--- src/rtl/alu_pkg.sv ---
// Shared ALU constants: opcode encodings, datapath widths and the arbiter FSM state type.
package alu_pkg;

    localparam int DATA_W  = 16;
    localparam int SHAMT_W = 4;

    localparam logic [2:0] ALU_AND  = 3'b000;
    localparam logic [2:0] ALU_SLT  = 3'b001;
    localparam logic [2:0] ALU_OR   = 3'b010;
    localparam logic [2:0] ALU_XOR  = 3'b011;
    localparam logic [2:0] ALU_ADD  = 3'b100;
    localparam logic [2:0] ALU_ADDI = 3'b101;
    localparam logic [2:0] ALU_SLL  = 3'b110;
    localparam logic [2:0] ALU_SRA  = 3'b111;

    typedef enum logic [1:0] {
        ST_IDLE = 2'd0,
        ST_EXEC = 2'd1,
        ST_RESP = 2'd2
    } state_e;

endpackage

--- src/rtl/Alu16bit.sv ---
// Combinational 16-bit ALU: logic ops, signed set-less-than, add/sub and shifts.
// Zero latency, no flow control; Overflow/CarryOut are only meaningful for ADD/ADDI.
module Alu16bit #(
    parameter int DATA_W  = alu_pkg::DATA_W,
    parameter int SHAMT_W = alu_pkg::SHAMT_W
) (
    input  logic [DATA_W-1:0]  A,
    input  logic [DATA_W-1:0]  B,
    input  logic               BInvert,
    input  logic [2:0]         ALUOp,
    input  logic [SHAMT_W-1:0] Shamt,
    output logic               Zero,
    output logic               Overflow,
    output logic [DATA_W-1:0]  Result,
    output logic               CarryOut
);
    import alu_pkg::*;

    logic              do_sub;
    logic [DATA_W-1:0] b_eff;
    logic [DATA_W:0]   sum;
    logic              ovf;
    logic              is_add;

    // SLT always subtracts so the sign test is valid regardless of BInvert.
    always_comb begin
        do_sub = BInvert | (ALUOp == ALU_SLT);
        b_eff  = do_sub ? ~B : B;
        sum    = {1'b0, A} + {1'b0, b_eff} + {{DATA_W{1'b0}}, do_sub};
        ovf    = (A[DATA_W-1] == b_eff[DATA_W-1]) && (sum[DATA_W-1] != A[DATA_W-1]);
        is_add = (ALUOp == ALU_ADD) || (ALUOp == ALU_ADDI);
    end

    always_comb begin
        Result = '0;
        case (ALUOp)
            ALU_AND:  Result = A & B;
            ALU_SLT:  Result = {{(DATA_W-1){1'b0}}, sum[DATA_W-1] ^ ovf};
            ALU_OR:   Result = A | B;
            ALU_XOR:  Result = A ^ B;
            ALU_ADD,
            ALU_ADDI: Result = sum[DATA_W-1:0];
            ALU_SLL:  Result = A << Shamt;
            ALU_SRA:  Result = $signed(A) >>> Shamt;
            default:  Result = '0;
        endcase
        Zero     = (Result == '0);
        Overflow = is_add & ovf;
        CarryOut = is_add & sum[DATA_W];
    end

endmodule

--- src/rtl/alu_share_arbiter.sv ---
// Round-robin share of one Alu16bit between two requesters; one op in flight.
// Response valid two cycles after accept; ReqReady low until the owner takes the response.
module alu_share_arbiter #(
    parameter int DATA_W  = alu_pkg::DATA_W,
    parameter int SHAMT_W = alu_pkg::SHAMT_W
) (
    input  logic               Clock,
    input  logic               Reset,
    input  logic [1:0]         ReqValid,
    output logic [1:0]         ReqReady,
    input  logic [DATA_W-1:0]  ReqA0,
    input  logic [DATA_W-1:0]  ReqA1,
    input  logic [DATA_W-1:0]  ReqB0,
    input  logic [DATA_W-1:0]  ReqB1,
    input  logic [2:0]         ReqALUOp0,
    input  logic [2:0]         ReqALUOp1,
    input  logic               ReqBInvert0,
    input  logic               ReqBInvert1,
    input  logic [SHAMT_W-1:0] ReqShamt0,
    input  logic [SHAMT_W-1:0] ReqShamt1,
    output logic [1:0]         RspValid,
    input  logic [1:0]         RspReady,
    output logic [DATA_W-1:0]  RspResult,
    output logic               RspZero,
    output logic               RspOverflow,
    output logic               RspCarryOut,
    output logic               Busy
);
    import alu_pkg::*;

    state_e             state_q, state_d;
    logic               prio_q, prio_d;
    logic               own_q, own_d;
    logic               gnt;
    logic               req_fire;

    logic [DATA_W-1:0]  op_a_q, op_b_q;
    logic [2:0]         op_alu_q;
    logic               op_binv_q;
    logic [SHAMT_W-1:0] op_shamt_q;

    logic [DATA_W-1:0]  rsp_res_q;
    logic               rsp_zero_q, rsp_ovf_q, rsp_cout_q;

    logic [DATA_W-1:0]  alu_res;
    logic               alu_zero, alu_ovf, alu_cout;

    Alu16bit #(.DATA_W(DATA_W), .SHAMT_W(SHAMT_W)) u_alu (
        op_a_q, op_b_q, op_binv_q, op_alu_q, op_shamt_q,
        alu_zero, alu_ovf, alu_res, alu_cout
    );

    // A lone requester wins outright; a tie goes to the priority holder.
    always_comb begin
        case (ReqValid)
            2'b01:   gnt = 1'b0;
            2'b10:   gnt = 1'b1;
            default: gnt = prio_q;
        endcase
        req_fire = (state_q == ST_IDLE) && ReqValid[gnt] && !Reset;
    end

    always_ff @(posedge Clock) begin
        if (Reset) begin
            state_q    <= ST_IDLE;
            prio_q     <= 1'b0;
            own_q      <= 1'b0;
            op_a_q     <= '0;
            op_b_q     <= '0;
            op_alu_q   <= '0;
            op_binv_q  <= 1'b0;
            op_shamt_q <= '0;
            rsp_res_q  <= '0;
            rsp_zero_q <= 1'b0;
            rsp_ovf_q  <= 1'b0;
            rsp_cout_q <= 1'b0;
        end else begin
            state_q <= state_d;
            prio_q  <= prio_d;
            own_q   <= own_d;
            if (req_fire) begin
                op_a_q     <= gnt ? ReqA1       : ReqA0;
                op_b_q     <= gnt ? ReqB1       : ReqB0;
                op_alu_q   <= gnt ? ReqALUOp1   : ReqALUOp0;
                op_binv_q  <= gnt ? ReqBInvert1 : ReqBInvert0;
                op_shamt_q <= gnt ? ReqShamt1   : ReqShamt0;
            end
            if (state_q == ST_EXEC) begin
                rsp_res_q  <= alu_res;
                rsp_zero_q <= alu_zero;
                rsp_ovf_q  <= alu_ovf;
                rsp_cout_q <= alu_cout;
            end
        end
    end

    always_comb begin
        state_d = state_q;
        prio_d  = prio_q;
        own_d   = own_q;
        case (state_q)
            ST_IDLE: if (req_fire) begin
                state_d = ST_EXEC;
                own_d   = gnt;
                prio_d  = ~gnt;
            end
            ST_EXEC: state_d = ST_RESP;
            ST_RESP: if (RspReady[own_q]) state_d = ST_IDLE;
            default: state_d = ST_IDLE;
        endcase
    end

    always_comb begin
        ReqReady    = req_fire ? (gnt ? 2'b10 : 2'b01) : 2'b00;
        RspValid    = (state_q == ST_RESP) ? (own_q ? 2'b10 : 2'b01) : 2'b00;
        Busy        = (state_q != ST_IDLE);
        RspResult   = rsp_res_q;
        RspZero     = rsp_zero_q;
        RspOverflow = rsp_ovf_q;
        RspCarryOut = rsp_cout_q;
    end

endmodule
--- config.mk ---
export PLATFORM = sky130hd
export DESIGN_NAME = alu_share_arbiter
export DESIGN_NICKNAME = d
export VERILOG_FILES = /design/src/rtl/alu_pkg.sv /design/src/rtl/Alu16bit.sv /design/src/rtl/alu_share_arbiter.sv
export SDC_FILE = /design/constraint.sdc
export NUM_CORES = 1
export LEC_CHECK = 0
export ABC_AREA = 1
export CORE_AREA = 2 2 85 169
export DETAILED_ROUTE_END_ITERATION = 10
export DIE_AREA = 0 0 87 171
export PLACE_DENSITY = 0.76
export SLEW_MARGIN = 20
export SYNTH_ARGS = -nofsm -noshare
export SYNTH_HDL_FRONTEND = slang
export SYNTH_SLANG_ARGS = --single-unit
export TNS_END_PERCENT = 5
--- constraint.sdc ---
create_clock -name Clock -period 4.6 [get_ports Clock]
set_input_delay 0.92 -clock Clock [delete_from_list [all_inputs] [get_ports Clock]]
set_output_delay 0.92 -clock Clock [all_outputs]
set_load 0.05 [all_outputs]
==> reports/results.tsv <==
stage	metric	value	unit
synthesis	FF+latch count, synth	63	
layout	area grow syn2layout	23.2	%
worst_setup_path	Critical Path Source Type	input port	
clock_tree	Skew-Pair Late Insertion Delay	0.33	ns
timing	final worst-path cycle share	77.1	%
layout	ant diodes	0	
hold_path	worst min path class	reg -> reg	
clock_tree	# Post-CTS Setup Buffers	0	
synthesis	Seq/Total Area, Yosys	20.9	%
clock_tree	clock root buffer	clkbuf_16	
pwr	leakage power	3.34	nW
worst_setup_path	r2r setup slk	1.07	ns
floorplan	die height	171	um
detailed_routing	final wirelength	20.7	mm
timing	Slew Limit Fails	0	
timing	Final Skew	0.00867	ns
floorplan	Horiz. Die Dim	87	um
synthesis	Yosys cell types	43	
layout	most frequent cells in the layout	nand2_1 (324), nand3_1 (131), clkdlybuf4s50_1 (106)	
timing	endpoints failing setup	0	
synthesis	Post-synth EDFFs	0	
hold_path	worst hold start	RspCarryOut	
flow_run	max-cap violations	0	
worst_setup_path	Required @ worst endpoint	3.68	ns
worst_setup_path	CP peak stage delay	0.46	ns
clock_tree	cts bufs inserted	9	
clock_tree	htree depth	3	
clock_tree	Max Root-Sink Buffers	2	
placed_design	port bufs	109	
global_routing	busiest grt layer	met2	
synthesis	syn_nets	1132	
synthesis	Cells after Synth	992	
global_routing	GR met1 Demand/Resource	34.8	%
worst_setup_path	R2R depth	19	
synthesis	synthesized cell area	0.00602	mm2
worst_setup_path	WP depth	7	
global_routing	GR Overflow Total	0	
placed_design	gp weighted congestion	1.10	
pwr	Cell Pwr Density	300	mW/mm2
global_routing	pin count of the biggest net entering global routing	48	
clock_tree	clock slew at reported path FFs	0.06	ns
timing	f_max	0.282	GHz
worst_setup_path	cells along the critical path	clkdlybuf4s50_1 > inv_1 > ha_1 > nor3_2 > inv_2 > a21oi_4 > buf_12	
timing	min Tclk post-route	3.55	ns
synthesis	Synth warnings	0	
floorplan	Ports	110	
layout	layout cell share with drive strength beyond 1	6.68	%
worst_setup_path	crit path max fanout	43	
floorplan	core area	0.0137	mm2
clock_tree	Post-CTS Hold Fix Bufs	0	
global_routing	vias in the first global route	6500	
floorplan	Initial Util	44.1	%
worst_setup_path	reg-to-reg critical path endpoint	RspZero	
layout	Final nets	1213	
timing	final worst setup slack	1.05	ns
clock_tree	clk sink count	63	
worst_setup_path	Crit. Startpoint	ReqValid[0]	
detailed_routing	DR WL/cell	16.8	um
clock_tree	CTS tree	done	
timing	unrepaired setup endpoints after global routing	no	
pwr	peak supply drop	224	uV
layout	commonest non-fill, non-tap cell in the layout	nand2_1	
worst_setup_path	Crit. End Element	primary output	
worst_setup_path	worst setup path category	in -> out	
detailed_routing	total number of vias	6936	
timing	Max-slew headroom	33.4	%
synthesis	Mean Syn Cell Area	6.07	um2
timing	Setup TNS Final	0	ns
worst_setup_path	Max stage delay cell, worst path	clkdlybuf4s50_1	
worst_setup_path	CP bufs+invs	4	
worst_setup_path	CP delay by family, top	buffers and inverters	
placed_design	DP Worst Slack	1.03	ns
worst_setup_path	worst r2r src	op_alu_q[1]	
detailed_routing	initial DRC count	616	
synthesis	Synth Flop Type	dfxtp_1	
detailed_routing	vias per inst	5.62	
worst_setup_path	Critical Path Sink	ReqReady[0]	
detailed_routing	post-route antenna net violation count	0	
global_routing	global-route wire length before repair	33.0	mm
global_routing	overall fraction of global-route tracks in use	28.6	%
clock_tree	PostCTS Resize Cnt	0	
global_routing	grt met2 use	46.3	%
placed_design	HPWL after DPL	16.4	mm
worst_setup_path	CP Data Arrival Time	2.63	ns
synthesis	fraction of registers with async set/reset	0	%
global_routing	M3 GR Usage	3.91	%
timing	final hold vios	0	
floorplan	num rows	61	
detailed_routing	DRC	0	
global_routing	initial antenna violation count	0	
detailed_routing	drt first pass iters	5	
layout	Layout fillers	1347	
timing	Worst-Margin Slew	0.993	ns
floorplan	full die area	0.0149	mm2
run_status	outcome	finished, final reports clean	
flip-flops by register name, summed over array words and instances (netlist names):
signal,count
op_shamt_q,4
own_q,1
op_binv_q,1
state_q,2
RspCarryOut,1
prio_q,1
op_a_q,16
op_alu_q,3
RspResult,16
RspZero,1
op_b_q,16
RspOverflow,1
final cells by class:
class / count / area, um2 / share of cell area, %
clock buffer: 9 / 225 / 3.04
clock inverter: 7 / 48.8 / 0.658
inverter: 94 / 355 / 4.79
multi-input combinational: 788 / 4160 / 56.1
sequential: 63 / 1260 / 17.0
tap: 157 / 196 / 2.65
timing repair buffer: 117 / 1170 / 15.7
worst min-delay path by stage:
stage	endpoint	slack, ns	cells past startpoint
final	RspCarryOut	0.49	2
after global routing	RspCarryOut	0.51	2
after CTS	RspCarryOut	0.49	2
after detailed placement	RspCarryOut	0.48	2
after global placement	RspCarryOut	0.46	2
after floorplan	op_binv_q	0.47	2
worst min-delay path, stage by stage (launching register included):
cell and delay [ns]:
dfxtp_1 0.32, nand2_1 0.06, a21oi_1 0.06
power by group:
part / internal, mW / switching (mW)
combinational: 0.348 / 0.578
clock: 0.365 / 0.254
sequential: 0.595 / 0.0829
synth_stat cells, types with 4 or more instances:
library cell | number | area [um2]
o211ai_1 | 9 | 67.6
nor2_1 | 61 | 229
o21ai_0 | 31 | 155
a21oi_1 | 50 | 250
nor3_1 | 8 | 40.0
clkbuf_1 | 21 | 78.8
nand2_2 | 10 | 62.6
nand4_1 | 5 | 31.3
nand3_1 | 131 | 656
nand3_2 | 7 | 70.1
buf_2 | 18 | 90.1
a31oi_1 | 42 | 263
nand3b_1 | 4 | 30.0
inv_1 | 82 | 308
xor2_1 | 15 | 131
o21ai_1 | 4 | 20.0
clkinv_1 | 4 | 15.0
inv_2 | 7 | 26.3
ha_1 | 53 | 663
dfxtp_1 | 63 | 1260
nand2_1 | 324 | 1220
or2_2 | 12 | 75.1
logic make-up after synthesis:
family,Yosys count,share of synthesized area [%]
fa+ha+maj,54,11.3
compound gates,148,14.2
simple gates,571,41.3
flops,63,20.9
xor+xnor,15,2.18
buf+inv,141,10.0
routing by layer:
metal | wire length, um | vias to the layer above
met5 | 0 | -
li1 | - | 3433
met4 | 1560 | 0
met1 | 8060 | 3111
met3 | 1240 | 87
met2 | 9890 | 305
through the flow:
stage	cells	hold slack (ns)	total power, mW	cell area (um2)	util [%]
after floorplan	992	0.466	1.30	6020	-
after global placement	1219	0.464	1.59	7140	52.3
after detailed placement	1219	0.477	1.60	7140	52.3
after CTS	1235	0.486	2.22	7420	54.3
after global routing	1235	0.512	2.37	7420	54.3
final	1235	0.486	2.22	7420	54.3
Power figures use the tool's default switching activity.
